`src/rtl/sparc_muldiv_unit.sv`:
```
// Iterative multiply/divide unit for the SPARCv8 integer execution stage.
// Performs UMUL/SMUL (radix-2 shift-add) and UDIV/SDIV (restoring division
// of {Y, r1} by r2) over a start/busy/done handshake.
//
// Ports:
//   clk, rst        rising-edge clock, asynchronous active-low reset
//   start           request, sampled only while idle
//   op              00 UMUL, 01 SMUL, 10 UDIV, 11 SDIV
//   set_cc          update ICC on completion
//   r1, r2, y_in    operands; dividend is {y_in, r1}
//   busy, done      in-progress level / one-cycle completion pulse
//   rd, y_out       result low half (or quotient) / product high half
//   y_we, icc_we    write enables, pulse with done
//   icc_out         NZVC
//   divide_by_zero  trap level, cleared by the next accepted start
module sparc_muldiv_unit #(
  parameter int unsigned WIDTH = 32
) (
  input  logic             clk,
  input  logic             rst,
  input  logic             start,
  input  logic [1:0]       op,
  input  logic             set_cc,
  input  logic [WIDTH-1:0] r1,
  input  logic [WIDTH-1:0] r2,
  input  logic [WIDTH-1:0] y_in,
  output logic             busy,
  output logic             done,
  output logic [WIDTH-1:0] rd,
  output logic [WIDTH-1:0] y_out,
  output logic             y_we,
  output logic [3:0]       icc_out,
  output logic             icc_we,
  output logic             divide_by_zero
);

  localparam int unsigned W2 = 2 * WIDTH;
  localparam int unsigned CW = $clog2(W2 + 1);

  typedef enum logic [1:0] {StIdle, StCalc, StFix} state_e;

  state_e           state_q, state_d;
  logic [1:0]       op_q, op_d;
  logic             cc_q, cc_d;
  logic             sign_q, sign_d;
  logic [WIDTH-1:0] opb_q, opb_d;   // multiplicand or divisor magnitude
  logic [W2-1:0]    work_q, work_d; // {acc, multiplier} or dividend/quotient
  logic [WIDTH-1:0] rem_q, rem_d;
  logic [CW-1:0]    cnt_q, cnt_d;
  logic [WIDTH-1:0] rd_q, rd_d, y_q, y_d;
  logic [3:0]       icc_q, icc_d;
  logic             y_we_q, y_we_d, icc_we_q, icc_we_d, done_q, done_d, dbz_q, dbz_d;

  // Operand preparation
  logic [WIDTH-1:0] a_mag, b_mag;
  logic [W2-1:0]    dvd, dvd_mag;
  logic             in_sign;
  assign a_mag   = (op[0] && r1[WIDTH-1]) ? -r1 : r1;
  assign b_mag   = (op[0] && r2[WIDTH-1]) ? -r2 : r2;
  assign dvd     = {y_in, r1};
  assign dvd_mag = (op[0] && y_in[WIDTH-1]) ? -dvd : dvd;
  assign in_sign = op[0] & ((op[1] ? y_in[WIDTH-1] : r1[WIDTH-1]) ^ r2[WIDTH-1]);

  // One iteration step
  logic [WIDTH:0]   mul_sum, div_shift;
  logic [WIDTH-1:0] div_diff;
  logic             div_ge;
  assign mul_sum   = {1'b0, work_q[W2-1:WIDTH]} + (work_q[0] ? {1'b0, opb_q} : '0);
  assign div_shift = {rem_q, work_q[W2-1]};
  assign div_ge    = div_shift >= {1'b0, opb_q};
  // When div_ge the true difference is below the divisor, so W bits suffice.
  assign div_diff  = div_shift[WIDTH-1:0] - opb_q;

  // Result fix-up
  logic [W2-1:0]    res;
  logic             ovf, dbz;
  logic [WIDTH-1:0] div_rd, new_rd;
  assign res    = sign_q ? -work_q : work_q;
  assign ovf    = op_q[0] ? !((&res[W2-1:WIDTH-1]) || !(|res[W2-1:WIDTH-1]))
                          : |res[W2-1:WIDTH];
  assign div_rd = !ovf     ? res[WIDTH-1:0] :
                  !op_q[0] ? '1 :
                  sign_q   ? {1'b1, {(WIDTH-1){1'b0}}} : {1'b0, {(WIDTH-1){1'b1}}};
  assign new_rd = op_q[1] ? div_rd : res[WIDTH-1:0];
  assign dbz    = op_q[1] && (opb_q == '0);

  always_comb begin
    state_d  = state_q;
    op_d     = op_q;
    cc_d     = cc_q;
    sign_d   = sign_q;
    opb_d    = opb_q;
    work_d   = work_q;
    rem_d    = rem_q;
    cnt_d    = cnt_q;
    rd_d     = rd_q;
    y_d      = y_q;
    icc_d    = icc_q;
    dbz_d    = dbz_q;
    y_we_d   = 1'b0;
    icc_we_d = 1'b0;
    done_d   = 1'b0;
    case (state_q)
      StIdle: begin
        if (start) begin
          op_d    = op;
          cc_d    = set_cc;
          sign_d  = in_sign;
          opb_d   = op[1] ? b_mag : a_mag;
          work_d  = op[1] ? dvd_mag : {{WIDTH{1'b0}}, b_mag};
          rem_d   = '0;
          cnt_d   = op[1] ? CW'(W2) : CW'(WIDTH);
          dbz_d   = 1'b0;
          state_d = (op[1] && (r2 == '0)) ? StFix : StCalc;
        end
      end
      StCalc: begin
        if (op_q[1]) begin
          work_d = {work_q[W2-2:0], div_ge};
          rem_d  = div_ge ? div_diff : div_shift[WIDTH-1:0];
        end else begin
          work_d = {mul_sum, work_q[WIDTH-1:1]};
        end
        cnt_d = cnt_q - 1'b1;
        if (cnt_q == CW'(1)) state_d = StFix;
      end
      StFix: begin
        done_d  = 1'b1;
        state_d = StIdle;
        if (dbz) begin
          dbz_d = 1'b1;
        end else begin
          rd_d = new_rd;
          if (!op_q[1]) begin
            y_d    = res[W2-1:WIDTH];
            y_we_d = 1'b1;
          end
          if (cc_q) begin
            icc_d    = {new_rd[WIDTH-1], new_rd == '0, op_q[1] & ovf, 1'b0};
            icc_we_d = 1'b1;
          end
        end
      end
      default: state_d = StIdle;
    endcase
  end

  always_ff @(posedge clk or negedge rst) begin
    if (!rst) begin
      state_q  <= StIdle;
      op_q     <= '0;
      cc_q     <= 1'b0;
      sign_q   <= 1'b0;
      opb_q    <= '0;
      work_q   <= '0;
      rem_q    <= '0;
      cnt_q    <= '0;
      rd_q     <= '0;
      y_q      <= '0;
      icc_q    <= '0;
      y_we_q   <= 1'b0;
      icc_we_q <= 1'b0;
      done_q   <= 1'b0;
      dbz_q    <= 1'b0;
    end else begin
      state_q  <= state_d;
      op_q     <= op_d;
      cc_q     <= cc_d;
      sign_q   <= sign_d;
      opb_q    <= opb_d;
      work_q   <= work_d;
      rem_q    <= rem_d;
      cnt_q    <= cnt_d;
      rd_q     <= rd_d;
      y_q      <= y_d;
      icc_q    <= icc_d;
      y_we_q   <= y_we_d;
      icc_we_q <= icc_we_d;
      done_q   <= done_d;
      dbz_q    <= dbz_d;
    end
  end

  assign busy           = (state_q != StIdle);
  assign done           = done_q;
  assign rd             = rd_q;
  assign y_out          = y_q;
  assign y_we           = y_we_q;
  assign icc_out        = icc_q;
  assign icc_we         = icc_we_q;
  assign divide_by_zero = dbz_q;

endmodule

```
`config.mk`:
```
export PLATFORM = sky130hd
export DESIGN_NAME = sparc_muldiv_unit
export DESIGN_NICKNAME = d
export VERILOG_FILES = /design/src/rtl/sparc_muldiv_unit.sv
export SDC_FILE = /design/constraint.sdc
export NUM_CORES = 1
export LEC_CHECK = 0
export CAP_MARGIN = 10
export CORE_ASPECT_RATIO = 2
export CORE_MARGIN = 5
export CORE_UTILIZATION = 32
export DETAILED_ROUTE_END_ITERATION = 10
export PLACE_DENSITY_LB_ADDON = 0.05
export SETUP_SLACK_MARGIN = 0.5
export SLEW_MARGIN = 5
export SYNTH_ARGS = -nofsm -noshare
export SYNTH_HDL_FRONTEND = slang
export SYNTH_SLANG_ARGS = --single-unit
```
`constraint.sdc`:
```
create_clock -name clk -period 5.7 [get_ports clk]
set_input_delay 0.57 -clock clk [delete_from_list [all_inputs] [get_ports clk]]
set_output_delay 0.57 -clock clk [all_outputs]
set_load 0.005 [all_outputs]
```
==> results_dict.tcl <==
set metrics [dict create \
    outcome "finished, final reports clean" \
    grt_max_degree 102 \
    met3_length_um 3190 \
    nets 2536 \
    synth_edf_count 0 \
    clock_latency_ns 0.58 \
    root_buffer "clkbuf_16" \
    cp.required_ns 6.16 \
    ys_seq_area_share_pct 30.0 \
    synth_cell_types 73 \
    drt_iter0_drc 1376 \
    finalSetupTns_ns 0 \
    cts_tree "done" \
    met2_length_um 39900 \
    grt_overflow 0 \
    grt_pass1_vias 17700 \
    min_path_type "input port to asynchronous set/reset pin" \
    port_buffers 173 \
    pin_count 175 \
    drv_cap 0 \
    finalCritPeriodShare_pct 87.9 \
    seqPwrFrac_pct 24.7 \
    path_class "register to register" \
    fin_area_um2 20900 \
    startpoint_type "register" \
    avgSynthCellArea_um2 7.76 \
    peakVddDrop_uv 358 \
    drcViolationCount 0 \
    vias 17600 \
    placed_cell_area_um2 20000 \
    crit_path_end_kind "register" \
    critPathMaxFanout 34 \
    postSynth.asyncResetShare_pct 100 \
    pwr-share-clk_pct 13.6 \
    finClkSkew_ns 0.0151 \
    drt-met1-wl_um 30100 \
    power_frac_comb_pct 61.7 \
    layout_commonest_cell "nand2_1" \
    slew_headroom_pct 27.4 \
    highest_layer "met4" \
    numCtsBuffers 24 \
    p_leak_uw 0.00877 \
    period_minus_slack_ns 5.01 \
    drive_gt1_share_pct 5.54 \
    syn-num-nets 2451 \
    start_util_pct 32.1 \
    clk_pin_slew_ns 0.07 \
    worstPathArrival_ns 5.46 \
    yosys_most_used_dff "dfrtp_1" \
    yosysWarnings 0 \
    ys_seq_elements 212 \
    fmax_ghz 0.200 \
    antenna_found_initial 3 \
    finalSetupViolCount 0 \
    grt_pass1_wl_um 116000 \
    vias_per_cell 5.63 \
    wl_per_cell_um 25.0 \
    grt_usage_pct 25.3 \
    swShare_pct 50.4 \
    rsz0062_at_grt "no" \
    netlist_area_um2 17700 \
    first_pass_iters 6 \
    dpl.hpwl_um 61800 \
    n_fill_cell 5785 \
    synthCells 2278 \
    die_h_um 342 \
    core.rowCount 122 \
    htreeDepth 1 \
    netSwitchingPower_uw 6350 \
    clockBufferDepth 3 \
    gp_congestion 0.988 \
    drtAntennaViolNets 0 \
    area_delta_synth_final_pct 18.3 \
    clock-sinks 212 \
    p_int_uw 6260 \
    drt-total-wl_um 78200 \
    finalHoldViolations 0 \
    final_cell_mix "nand2_1 (246), nor2_1 (233), o21ai_0 (222), dfrtp_1 (210), a21oi_1 (194)" \
    worstMarginPinSlew_ns 1.08 \
    core_area_um2 55100 \
    die-area_um2 60300 \
    final-max-slew-violation-count 0 \
    fp.dieW_um 176 \
    powerDensity_nw_per_um2 604 \
]
-- per-stage QoR --
step	hold WS [ns]	setup WS [ns]	util, %	cells	power [uW]
after floorplan	0.274	1.15	-	2278	8070
after CTS	0.0635	0.685	37.9	3125	12700
after global routing	0.0845	0.500	37.9	3125	13600
final	0.00721	0.692	37.9	3127	12600
after detailed placement	0.466	0.698	36.4	3081	10900
after global placement	0.462	0.807	36.4	3081	10900
-- synthesized netlist by cell type, types with 9 or more instances --
cell / count / area [um^2]
a22o_1: 16 / 140
a31oi_1: 14 / 87.6
o21a_1: 14 / 105
o41ai_1: 20 / 175
mux2i_1: 38 / 380
or2_2: 14 / 87.6
xnor2_1: 104 / 911
nor3b_1: 18 / 135
a21oi_1: 194 / 971
nand4_1: 18 / 113
mux2_2: 9 / 101
dfrtp_1: 212 / 5310
or3_1: 38 / 238
o31ai_1: 26 / 195
nor4_1: 34 / 213
xor2_1: 118 / 1030
a221oi_1: 29 / 254
or4_1: 25 / 188
nand2_1: 247 / 927
nor2_1: 238 / 893
a21o_1: 34 / 255
clkbuf_1: 141 / 529
nand3_1: 44 / 220
o22ai_1: 18 / 113
a211o_1: 35 / 307
nor3_1: 66 / 330
nand2b_1: 21 / 131
inv_1: 67 / 251
o21ai_0: 222 / 1110
ha_1: 69 / 863
-- flip-flops by register name, indices dropped and copies added, names as in the netlist --
| register | count |
|---|---|
| work_q | 64 |
| rd | 32 |
| opb_q | 32 |
| cnt_q | 7 |
| sign_q | 1 |
| y_out | 32 |
| rem_q | 32 |
| op_q | 2 |
| divide_by_zero | 1 |
| cc_q | 1 |
| icc_we | 1 |
| state_q | 2 |
| icc_out | 3 |
| y_we | 1 |
| done | 1 |
-- power by group through the flow --
stage	clock network, uW	logic, uW	registers, uW
6_report	1710	7780	3120
5_1_grt	1810	8580	3210
4_1_cts	1780	7820	3110
3_5_place_dp	0	7780	3130
3_3_place_gp	0	7790	3110
2_1_floorplan	0	5440	2630
-- critical path, cell delays in order, from the launching register on --
cell	delay, ns
dfrtp_1	0.50
or4_4	0.57
or4_1	0.68
nand4b_4	0.27
o41ai_1	0.43
xor2_1	0.38
nand4_1	0.15
or4_1	0.48
or4_1	0.53
o311a_1	0.21
buf_4	0.28
o41ai_1	0.40
-- cell families (layout without fill, tap and decap cells) --
family / count (synthesis) / after routing / synth area share (%)
buffers and inverters: 228 / 331 / 5.18
other: 1 / 3 / 0.0212
adder cells (fa/ha/maj): 71 / 71 / 5.11
flip-flops: 212 / 212 / 30.0
AND/OR/NAND/NOR: 809 / 809 / 21.7
XOR/XNOR: 222 / 222 / 11.0
multiplexers: 47 / 47 / 2.73
AO/OA/AOI/OAI: 688 / 688 / 24.2
-- routing by layer --
layer	track usage [%]	vias up
li1	-	8352
met1	28.9	8536
met2	45.8	544
met3	2.51	167
met4	14.1	0
met5	0	-
-- layout make-up --
type	count	area, um^2	share of cell area [%]
multi-input combinational	1838	11500	55.0
sequential	212	5310	25.4
timing repair buffer	218	2070	9.90
tap	744	931	4.46
clock buffer	37	731	3.50
inverter	69	259	1.24
clock inverter	7	97.6	0.467
antenna	2	5.00	0.0240
-- worst paths after layout --
| path | slack (ns) | start | endpoint | cells after the start |
|---|---|---|---|---|
| setup / recovery | 0.69 | work_q[40]$_DFFE_PN0P_ | icc_out[2]$_DFFE_PN0P_ | 11 |
| hold / removal | 0.007 | rst | rem_q[25]$_DFFE_PN0P_ | 1 |
| setup reg to reg | 0.69 | work_q[40]$_DFFE_PN0P_ | icc_out[2]$_DFFE_PN0P_ | 11 |
| hold reg to reg | 0.48 | cc_q$_DFFE_PN0P_ | cc_q$_DFFE_PN0P_ | 2 |
| max in group asynchronous | 4.42 | rst | op_q[1]$_DFFE_PN0P_ | 2 |
| min in group clk | 0.48 | cc_q$_DFFE_PN0P_ | cc_q$_DFFE_PN0P_ | 2 |
-- what timing repair did --
action / in CTS / in global routing
gates resized for setup: 0 / 3
endpoints found under the hold margin: 0 / 0
buffers inserted: 0 / 0
setup endpoints to repair: 0 / 1
hold buffers: 0 / 0
Note: power is estimated with default switching activity, not from simulation.
